### config.mk
export PLATFORM = sky130hd
export DESIGN_NAME = speculative_output_channel_credit_tracker
export DESIGN_NICKNAME = d
export VERILOG_FILES = /design/src/rtl/speculative_output_channel_credit_tracker_pkg.sv /design/src/rtl/speculative_output_channel_credit_tracker_counter.sv /design/src/rtl/speculative_output_channel_credit_tracker.sv
export SDC_FILE = /design/constraint.sdc
export NUM_CORES = 1
export LEC_CHECK = 0
export ABC_AREA = 1
export CAP_MARGIN = 40
export CORE_MARGIN = 4
export CORE_UTILIZATION = 40
export DETAILED_ROUTE_END_ITERATION = 6
export GPL_TIMING_DRIVEN = 0
export PLACE_DENSITY = 0.77
export RECOVER_POWER = 100
export SLEW_MARGIN = 30
export SYNTH_ARGS = -nofsm -noshare
export SYNTH_HDL_FRONTEND = slang
export SYNTH_SLANG_ARGS = --single-unit
### constraint.sdc
create_clock -name clock -period 2.16 [get_ports clock]
set_input_delay 0.324 -clock clock [delete_from_list [all_inputs] [get_ports clock]]
set_output_delay 0.324 -clock clock [all_outputs]
set_load 0.05 [all_outputs]
### src/rtl/speculative_output_channel_credit_tracker_pkg.sv
// Shared sizing constants and types for the output-channel credit tracker.
// Optional feature macro used by the top: TIA_OUTPUT_CHANNEL_STRICT_PESSIMISM_EN.
package speculative_output_channel_credit_tracker_pkg;

    localparam int TIA_NUM_OUTPUT_CHANNELS  = 4;
    localparam int TIA_OCI_WIDTH            = TIA_NUM_OUTPUT_CHANNELS;
    localparam int TIA_MAX_IN_FLIGHT        = 4;
    localparam int TIA_OUTPUT_CHANNEL_DEPTH = 4;

    localparam int TIA_IN_FLIGHT_COUNT_WIDTH = $clog2(TIA_MAX_IN_FLIGHT + 1);
    localparam int TIA_FREE_SLOTS_WIDTH      = $clog2(TIA_OUTPUT_CHANNEL_DEPTH + 1);

    typedef logic [TIA_IN_FLIGHT_COUNT_WIDTH-1:0] in_flight_count_t;
    typedef logic [TIA_FREE_SLOTS_WIDTH-1:0]      free_slots_t;

    function automatic int max_int(input int a, input int b);
        return (a > b) ? a : b;
    endfunction

endpackage

### src/rtl/speculative_output_channel_credit_tracker_counter.sv
// Saturating up/down counter of outstanding writes for a single output channel.
// One increment and two independent decrements may land in the same cycle.
module in_flight_write_counter #(
    parameter int MAX_IN_FLIGHT = 4,
    parameter int CW            = $clog2(MAX_IN_FLIGHT + 1)
) (
    input  logic          clock,
    input  logic          reset,
    input  logic          inc,
    input  logic          dec_a,
    input  logic          dec_b,
    output logic [CW-1:0] count,
    output logic          error
);

    // Two guard bits: one for sign, one for the +1 above the ceiling.
    localparam int AW = CW + 2;

    logic signed [AW-1:0] sum_next;
    logic        [CW-1:0] count_next;

    always_comb begin
        sum_next   = signed'({2'b00, count})
                   + signed'(AW'(inc))
                   - signed'(AW'(dec_a))
                   - signed'(AW'(dec_b));
        count_next = sum_next[CW-1:0];
        error      = 1'b0;
        if (sum_next < 0) begin
            count_next = '0;
            error      = 1'b1;
        end else if (sum_next > signed'(AW'(MAX_IN_FLIGHT))) begin
            count_next = CW'(MAX_IN_FLIGHT);
            error      = 1'b1;
        end
    end

    always_ff @(posedge clock or posedge reset) begin
        if (reset) begin
            count <= '0;
        end else begin
            count <= count_next;
        end
    end

endmodule

### src/rtl/speculative_output_channel_credit_tracker.sv
// Per-output-channel in-flight write tracker feeding trigger resolution with credit-based full status.
// Define TIA_OUTPUT_CHANNEL_STRICT_PESSIMISM_EN to mark a channel full whenever any write is in flight.
module speculative_output_channel_credit_tracker
    import speculative_output_channel_credit_tracker_pkg::*;
#(
    parameter int NUM_CHANNELS  = TIA_NUM_OUTPUT_CHANNELS,
    parameter int MAX_IN_FLIGHT = TIA_MAX_IN_FLIGHT,
    parameter int CHANNEL_DEPTH = TIA_OUTPUT_CHANNEL_DEPTH,
    parameter int CW            = $clog2(MAX_IN_FLIGHT + 1),
    parameter int FW            = $clog2(CHANNEL_DEPTH + 1)
) (
    input  logic                             clock,
    input  logic                             reset,
    input  logic                             issue_valid,
    input  logic [NUM_CHANNELS-1:0]          issue_oci,
    input  logic                             retire_valid,
    input  logic [NUM_CHANNELS-1:0]          retire_oci,
    input  logic                             squash_valid,
    input  logic [NUM_CHANNELS-1:0]          squash_oci,
    input  logic [NUM_CHANNELS-1:0][FW-1:0]  output_channel_free_slots,
    output logic [NUM_CHANNELS-1:0]          updated_output_channel_full_status,
    output logic [NUM_CHANNELS-1:0][CW-1:0]  in_flight_count,
    output logic                             protocol_error
);

    localparam int CMP_W = max_int(CW, FW);

    logic [NUM_CHANNELS-1:0] counter_error;
    logic [NUM_CHANNELS-1:0] issue_while_full;
    logic                    protocol_error_next;

    generate
        for (genvar gi = 0; gi < NUM_CHANNELS; gi++) begin : g_channel
            logic [CMP_W-1:0] count_ext;
            logic [CMP_W-1:0] free_ext;

            in_flight_write_counter #(
                .MAX_IN_FLIGHT (MAX_IN_FLIGHT),
                .CW            (CW)
            ) u_counter (
                .clock (clock),
                .reset (reset),
                .inc   (issue_valid  & issue_oci[gi]),
                .dec_a (retire_valid & retire_oci[gi]),
                .dec_b (squash_valid & squash_oci[gi]),
                .count (in_flight_count[gi]),
                .error (counter_error[gi])
            );

            assign count_ext = CMP_W'(in_flight_count[gi]);
            assign free_ext  = CMP_W'(output_channel_free_slots[gi]);

`ifdef TIA_OUTPUT_CHANNEL_STRICT_PESSIMISM_EN
            assign updated_output_channel_full_status[gi] =
                (count_ext != '0) | (free_ext == '0);
`else
            // Full only when the writes already in flight could consume every free slot.
            assign updated_output_channel_full_status[gi] = (count_ext >= free_ext);
`endif

            assign issue_while_full[gi] =
                issue_valid & issue_oci[gi] & updated_output_channel_full_status[gi];
        end
    endgenerate

    assign protocol_error_next = protocol_error | (|counter_error) | (|issue_while_full);

    always_ff @(posedge clock or posedge reset) begin
        if (reset) begin
            protocol_error <= 1'b0;
        end else begin
            protocol_error <= protocol_error_next;
        end
    end

endmodule
==> results of run 1 <==
## critical path: stages
cell and delay [ns]:
clkdlybuf4s50_1 0.46, nand2_1 0.07, inv_2 0.08, ha_4 0.20
fa_2 0.36, inv_1 0.06, ha_2 0.18, nand3b_1 0.13
nand2_1 0.08, nand2_2 0.07, nand3_2 0.07, nor2_2 0.11
nand3_1 0.07
## area by class of cell
type,count,area share
multi-input cells,151,0.496
repair buffers,46,0.211
flip-flops and latches,13,0.160
inverters,46,0.0831
well taps,46,0.0277
clock buffers,4,0.0217
## final timing paths
path	start	end
min in group clock	protocol_error	protocol_error
worst min-delay path	reset	g_channel[0].u_counter.count[0]
max in group asynchronous	reset	g_channel[2].u_counter.count[2]
worst max register to register	g_channel[0].u_counter.count[0]	protocol_error
worst min register to register	protocol_error	protocol_error
worst max-delay path	issue_oci[1]	protocol_error
## logic make-up (layout without fill, tap and decap cells)
kind of cell,Yosys count,count (layout),synth area share
buf+inv,46,96,0.118
fa+ha+maj,28,28,0.260
compound gates,11,11,0.0479
flops,13,13,0.222
simple gates,112,112,0.352
## routing by layer
| metal | GRT usage | part of all wire | vias up |
|---|---|---|---|
| met5 | 0 | 0 | - |
| met4 | 0.0521 | 0.013 | 0 |
| met3 | 0.0276 | 0.063 | 4 |
| met2 | 0.273 | 0.49 | 41 |
| met1 | 0.183 | 0.44 | 647 |
| li1 | - | - | 764 |
## cell usage after synthesis
cell type  instances
nand2_2            4
inv_1             43
inv_2              3
nand3b_1           2
o211ai_1           3
nand4_1            3
dfrtp_1           13
a31oi_1            2
nand2_1           61
fa_1               4
nor2_1            18
nand3b_4           1
a21boi_0           2
nand3_1           18
nand3_2            5
ha_1              24
a21oi_1            4
## per-stage QoR
step | total power, µW | setup slack (ns) | instance area (µm²) | util | hold slack [ns]
2_1_floorplan | 1850 | 0.0163 | 1470 | - | 0.201
3_3_place_gp | 2360 | -0.435 | 1980 | 0.575 | 0.604
3_5_place_dp | 2410 | -0.491 | 1980 | 0.575 | 0.586
4_1_cts | 2630 | 0.00997 | 2050 | 0.595 | 0.445
5_1_grt | 2880 | -0.0781 | 2080 | 0.604 | 0.629
6_report | 2620 | 0.0215 | 2080 | 0.604 | 0.555
## sequential cells by signal, indices dropped and copies added, names as in the netlist
name and flops:
protocol_error 1, g_channel.u_counter.count 12
## power groups by stage
stage / clock network (µW) / logic (µW) / registers (µW)
floorplan: 0 / 1060 / 793
global placement: 0 / 1870 / 484
detailed placement: 0 / 1920 / 487
CTS: 229 / 1920 / 484
global route: 238 / 2150 / 498
finish: 224 / 1920 / 482
## what timing repair did
action                                 4_1_cts  5_1_grt
gates resized for setup                     23       19
endpoints found under the hold margin        0        0
buffers inserted                             1        0
pin swaps                                    2        5
setup endpoints to repair                   13        8
==> flow_metrics.env, run 1 <==
export IMPL_seq_area_um2=333
export IMPL_via_per_inst=4.76
export IMPL_drc_errors=0
export IMPL_drt_iter0_drc=31
export IMPL_hpwl_um=2810
export IMPL_endpoint_kind="flop"
export IMPL_skew_ns=0.000455
export IMPL_outcome="finished clean"
export IMPL_avgRoutedWirePerCell_um=11.1
export IMPL_die_area_um2=4690
export IMPL_fillCellCount=316
export IMPL_gp_congestion=0.783
export IMPL_rr_worst_depth=9
export IMPL_antenna_found_initial=0
export IMPL_syn_area_um2=1460
export IMPL_syn_mean_instance_area_um2=6.97
export IMPL_placementRows=21
export IMPL_grt_max_degree=14
export IMPL_ir_drop_mv=0.719
export IMPL_dp_cells=301
export IMPL_routed_wl_um=3400
export IMPL_netSwitchingFraction=0.557
export IMPL_multi_input_area_um2=1030
export IMPL_cts_htree_levels=1
export IMPL_die_h_um=68.5
export IMPL_path_clk_slew_ns=0.06
export IMPL_first_pass_iters=5
export IMPL_fin_crit_ns=2.14
export IMPL_netlist_instances=210
export IMPL_synth_cell_type_count=17
export IMPL_cts_hold_buf=0
export IMPL_hold_violations=0
export IMPL_ctsRootBufferMaster="clkbuf_8"
export IMPL_required_ns=2.28
export IMPL_p_clk_frac=0.085
export IMPL_io_buffers=45
export IMPL_maxCapViolCount=0
export IMPL_nNetsFinal=318
export IMPL_crit_type="input pin to flop"
export IMPL_layout_drive_gt1_share=0.173
export IMPL_rsz0062_at_grt="true"
export IMPL_crit_path_max_fanout=3
export IMPL_p_leak_uw=0.00112
export IMPL_synth_area_leaders="dfrtp_1, ha_1, nand2_1"
export IMPL_route_vias_total=1456
export IMPL_syn_nets=267
export IMPL_first_global_vias=1312
export IMPL_rrSetupSlack_ns=0.21
export IMPL_synth_ff_latch_count=13
export IMPL_power_density_nw_per_um2=1260
export IMPL_finalNonFillerCells=306
export IMPL_clkLatencyLatePin_ns=0.24
export IMPL_final_common_cell="nand2_1"
export IMPL_ant_nets=0
export IMPL_grt_pass1_wl_um=5430
export IMPL_seqPwrFrac=0.184
export IMPL_crit_arrival_ns=2.26
export IMPL_ys_seq_area_frac=0.222
export IMPL_p_int_uw=1160
export IMPL_worst_hold_path_type="input pin to asynchronous set/reset pin"
export IMPL_synthToLayoutAreaGrowth_pct=42.0
export IMPL_start_util=0.425
export IMPL_io_pins=46
export IMPL_cts_tree="yes"
export IMPL_yosys_warnings=0
export IMPL_core_area_um2=3440
export IMPL_fin_crit_sh=0.990
export IMPL_yosysTopAreaCellShare=0.222
export IMPL_clkSinkCount=13
export IMPL_pwr_share_comb=0.731
export IMPL_start_kind="input pin"
export IMPL_grt_ovfl_total=0
export IMPL_setup_violations=0
export IMPL_drv_slew=0
export IMPL_layout_common_cells="nand2_1, inv_1, clkdlybuf4s50_1"
export IMPL_grt_use_total=0.153
export IMPL_p_switching_uw=1460
export IMPL_relSlewSlack=0.643
export IMPL_cts_buffer_depth=2
export IMPL_fp_dieW_um=68.5
export IMPL_setup_tns_ns=0
export IMPL_max_freq_ghz=0.468
export IMPL_worst_pin_slew_ns=0.535
export IMPL_cts_inserted_buffers=3
export IMPL_synth_top_area_cell="dfrtp_1"
export IMPL_n_antenna_cell=0
No activity file was read; power rests on OpenSTA's default activity.
==> run 2: changes to the inputs <==
- CTS_CLUSTER_DIAMETER: default -> 50
==> results of run 2 <==
Final layout, timing and power as in run 1 (identical DEF).
==> run 3: changes to the inputs <==
- SKIP_CTS_REPAIR_TIMING: default -> 1
==> run 3 against run 2 <==
  * Power rose by 4.8%
  * Register-to-register slack better by 0.03 ns
  * Sequential share of layout area down 0.64 points
  * Combinational power is 6% higher
  * Clock power about the same
  * Largest cell class unchanged
==> flow_metrics.env, run 3 (same netlist as run 1, synthesis figures left out) <==
export IMPL_p_total_uw=2750
export IMPL_placementRows=21
export IMPL_setup_violations=0
export IMPL_grt_max_degree=14
export IMPL_fp_dieW_um=68.5
export IMPL_endpoint_kind="flop"
export IMPL_grt_pass1_wl_um=5290
export IMPL_via_per_inst=4.80
export IMPL_cts_htree_levels=1
export IMPL_crit_arrival_ns=2.24
export IMPL_drc_errors=0
export IMPL_cts_tree="yes"
export IMPL_outcome="finished clean"
export IMPL_die_area_um2=4690
export IMPL_hold_violations=0
export IMPL_finalNonFillerCells=306
export IMPL_nNetsFinal=318
export IMPL_multi_input_area_um2=1110
export IMPL_drt_iter0_drc=36
export IMPL_first_pass_iters=5
export IMPL_clkSinkCount=13
export IMPL_ctsRootBufferMaster="clkbuf_8"
export IMPL_hpwl_um=2810
export IMPL_clkLatencyLatePin_ns=0.24
export IMPL_n_antenna_cell=0
export IMPL_power_density_nw_per_um2=1270
export IMPL_crit_path_max_fanout=3
export IMPL_first_global_vias=1282
export IMPL_seq_area_um2=333
export IMPL_layout_common_cells="nand2_1, inv_1, clkdlybuf4s50_1"
export IMPL_routed_wl_um=3640
export IMPL_start_kind="input pin"
export IMPL_grt_use_total=0.149
export IMPL_ant_nets=0
export IMPL_maxCapViolCount=0
export IMPL_avgRoutedWirePerCell_um=11.9
export IMPL_fin_crit_ns=2.12
export IMPL_io_buffers=45
export IMPL_skew_ns=0.000830
export IMPL_grt_ovfl_total=0
export IMPL_crit_type="input pin to flop"
export IMPL_route_vias_total=1469
export IMPL_worst_hold_path_type="input pin to asynchronous set/reset pin"
export IMPL_die_h_um=68.5
export IMPL_start_util=0.425
export IMPL_p_leak_uw=0.00113
export IMPL_fillCellCount=300
export IMPL_worst_pin_slew_ns=0.531
export IMPL_dp_cells=301
export IMPL_drv_slew=0
export IMPL_max_freq_ghz=0.473
export IMPL_relSlewSlack=0.646
export IMPL_path_clk_slew_ns=0.06
export IMPL_fin_crit_sh=0.979
export IMPL_ir_drop_mv=0.764
export IMPL_layout_drive_gt1_share=0.212
export IMPL_required_ns=2.29
export IMPL_largestRegisters="g_channel.u_counter.count: 12 flops, protocol_error: 1 flops"
export IMPL_largest_register="g_channel.u_counter.count"
export IMPL_gp_congestion=0.783
export IMPL_final_common_cell="nand2_1"
export IMPL_largest_reg_flops=12
export IMPL_antenna_found_initial=0
export IMPL_cts_buffer_depth=2
export IMPL_synthToLayoutAreaGrowth_pct=47.9
export IMPL_io_pins=46
export IMPL_cts_inserted_buffers=3
export IMPL_core_area_um2=3440
==> run 3: changes by cell type in the layout (fill, tap and decap cells not counted), moves of 2 or more <==
cell and change:
ha_4 +6, inv_1 -5, inv_2 +5, buf_2 -3
clkbuf_2 +3, ha_1 -3, ha_2 -3, clkdlybuf4s50_1 -2
dlymetal6s2s_1 +2
==> run 3: path summary, 6_finish.rpt <==
check,start,endpoint,slack [ns],depth (start not counted)
min,reset,g_channel[0].u_counter.count[0],0.55,2
max,issue_oci[3],protocol_error,0.04,14
max reg2reg,g_channel[1].u_counter.count[0],protocol_error,0.24,10
min reg2reg,protocol_error,protocol_error,0.62,4
min in group clock,issue_oci[1],protocol_error,0.56,7
max in group asynchronous,reset,g_channel[2].u_counter.count[2],1.22,2
==> run 3: layout make-up <==
class | instances | share of cell area
Multi-Input combinational cell | 151 | 0.513
Timing Repair Buffer | 46 | 0.206
Sequential cell | 13 | 0.154
Inverter | 46 | 0.0798
Tap cell | 46 | 0.0266
Clock buffer | 4 | 0.0208
==> run 3: power breakdown <==
group	leakage [µW]	switching [µW]	total [µW]	internal, µW
logic	0.000959	1300	2030	730
clock network	0.0000228	96.7	227	131
registers	0.000152	135	491	355
total	0.00113	1530	2750	1220
==> run 3: per-layer routing <==
layer  GRT usage  wire (µm)
met5           0          0
met4      0.0521         45
met3      0.0276        207
met2       0.263       1830
met1       0.180       1550
==> run 3: critical path, stage by stage <==
cell and delay (ns):
clkdlybuf4s50_1 0.46, nand2_1 0.08, inv_2 0.09, ha_4 0.20
fa_2 0.36, inv_2 0.07, ha_4 0.13, inv_1 0.04
nand3_1 0.10, nand2_1 0.08, nand2_2 0.08, nand3_2 0.07
nor2_2 0.08, nand3_1 0.07
==> run 3: per-stage QoR <==
stage	setup TNS, ns	cell area [µm²]	hold WS (ns)	utilization	setup slack [ns]
2_1_floorplan	0	1470	0.201	-	0.0163
3_3_place_gp	-4.62	1980	0.604	0.575	-0.435
3_5_place_dp	-5.03	1980	0.586	0.575	-0.491
4_1_cts	-2.26	2020	0.445	0.588	-0.488
5_1_grt	-0.00863	2160	0.613	0.629	-0.00863
6_report	0	2160	0.551	0.629	0.0444
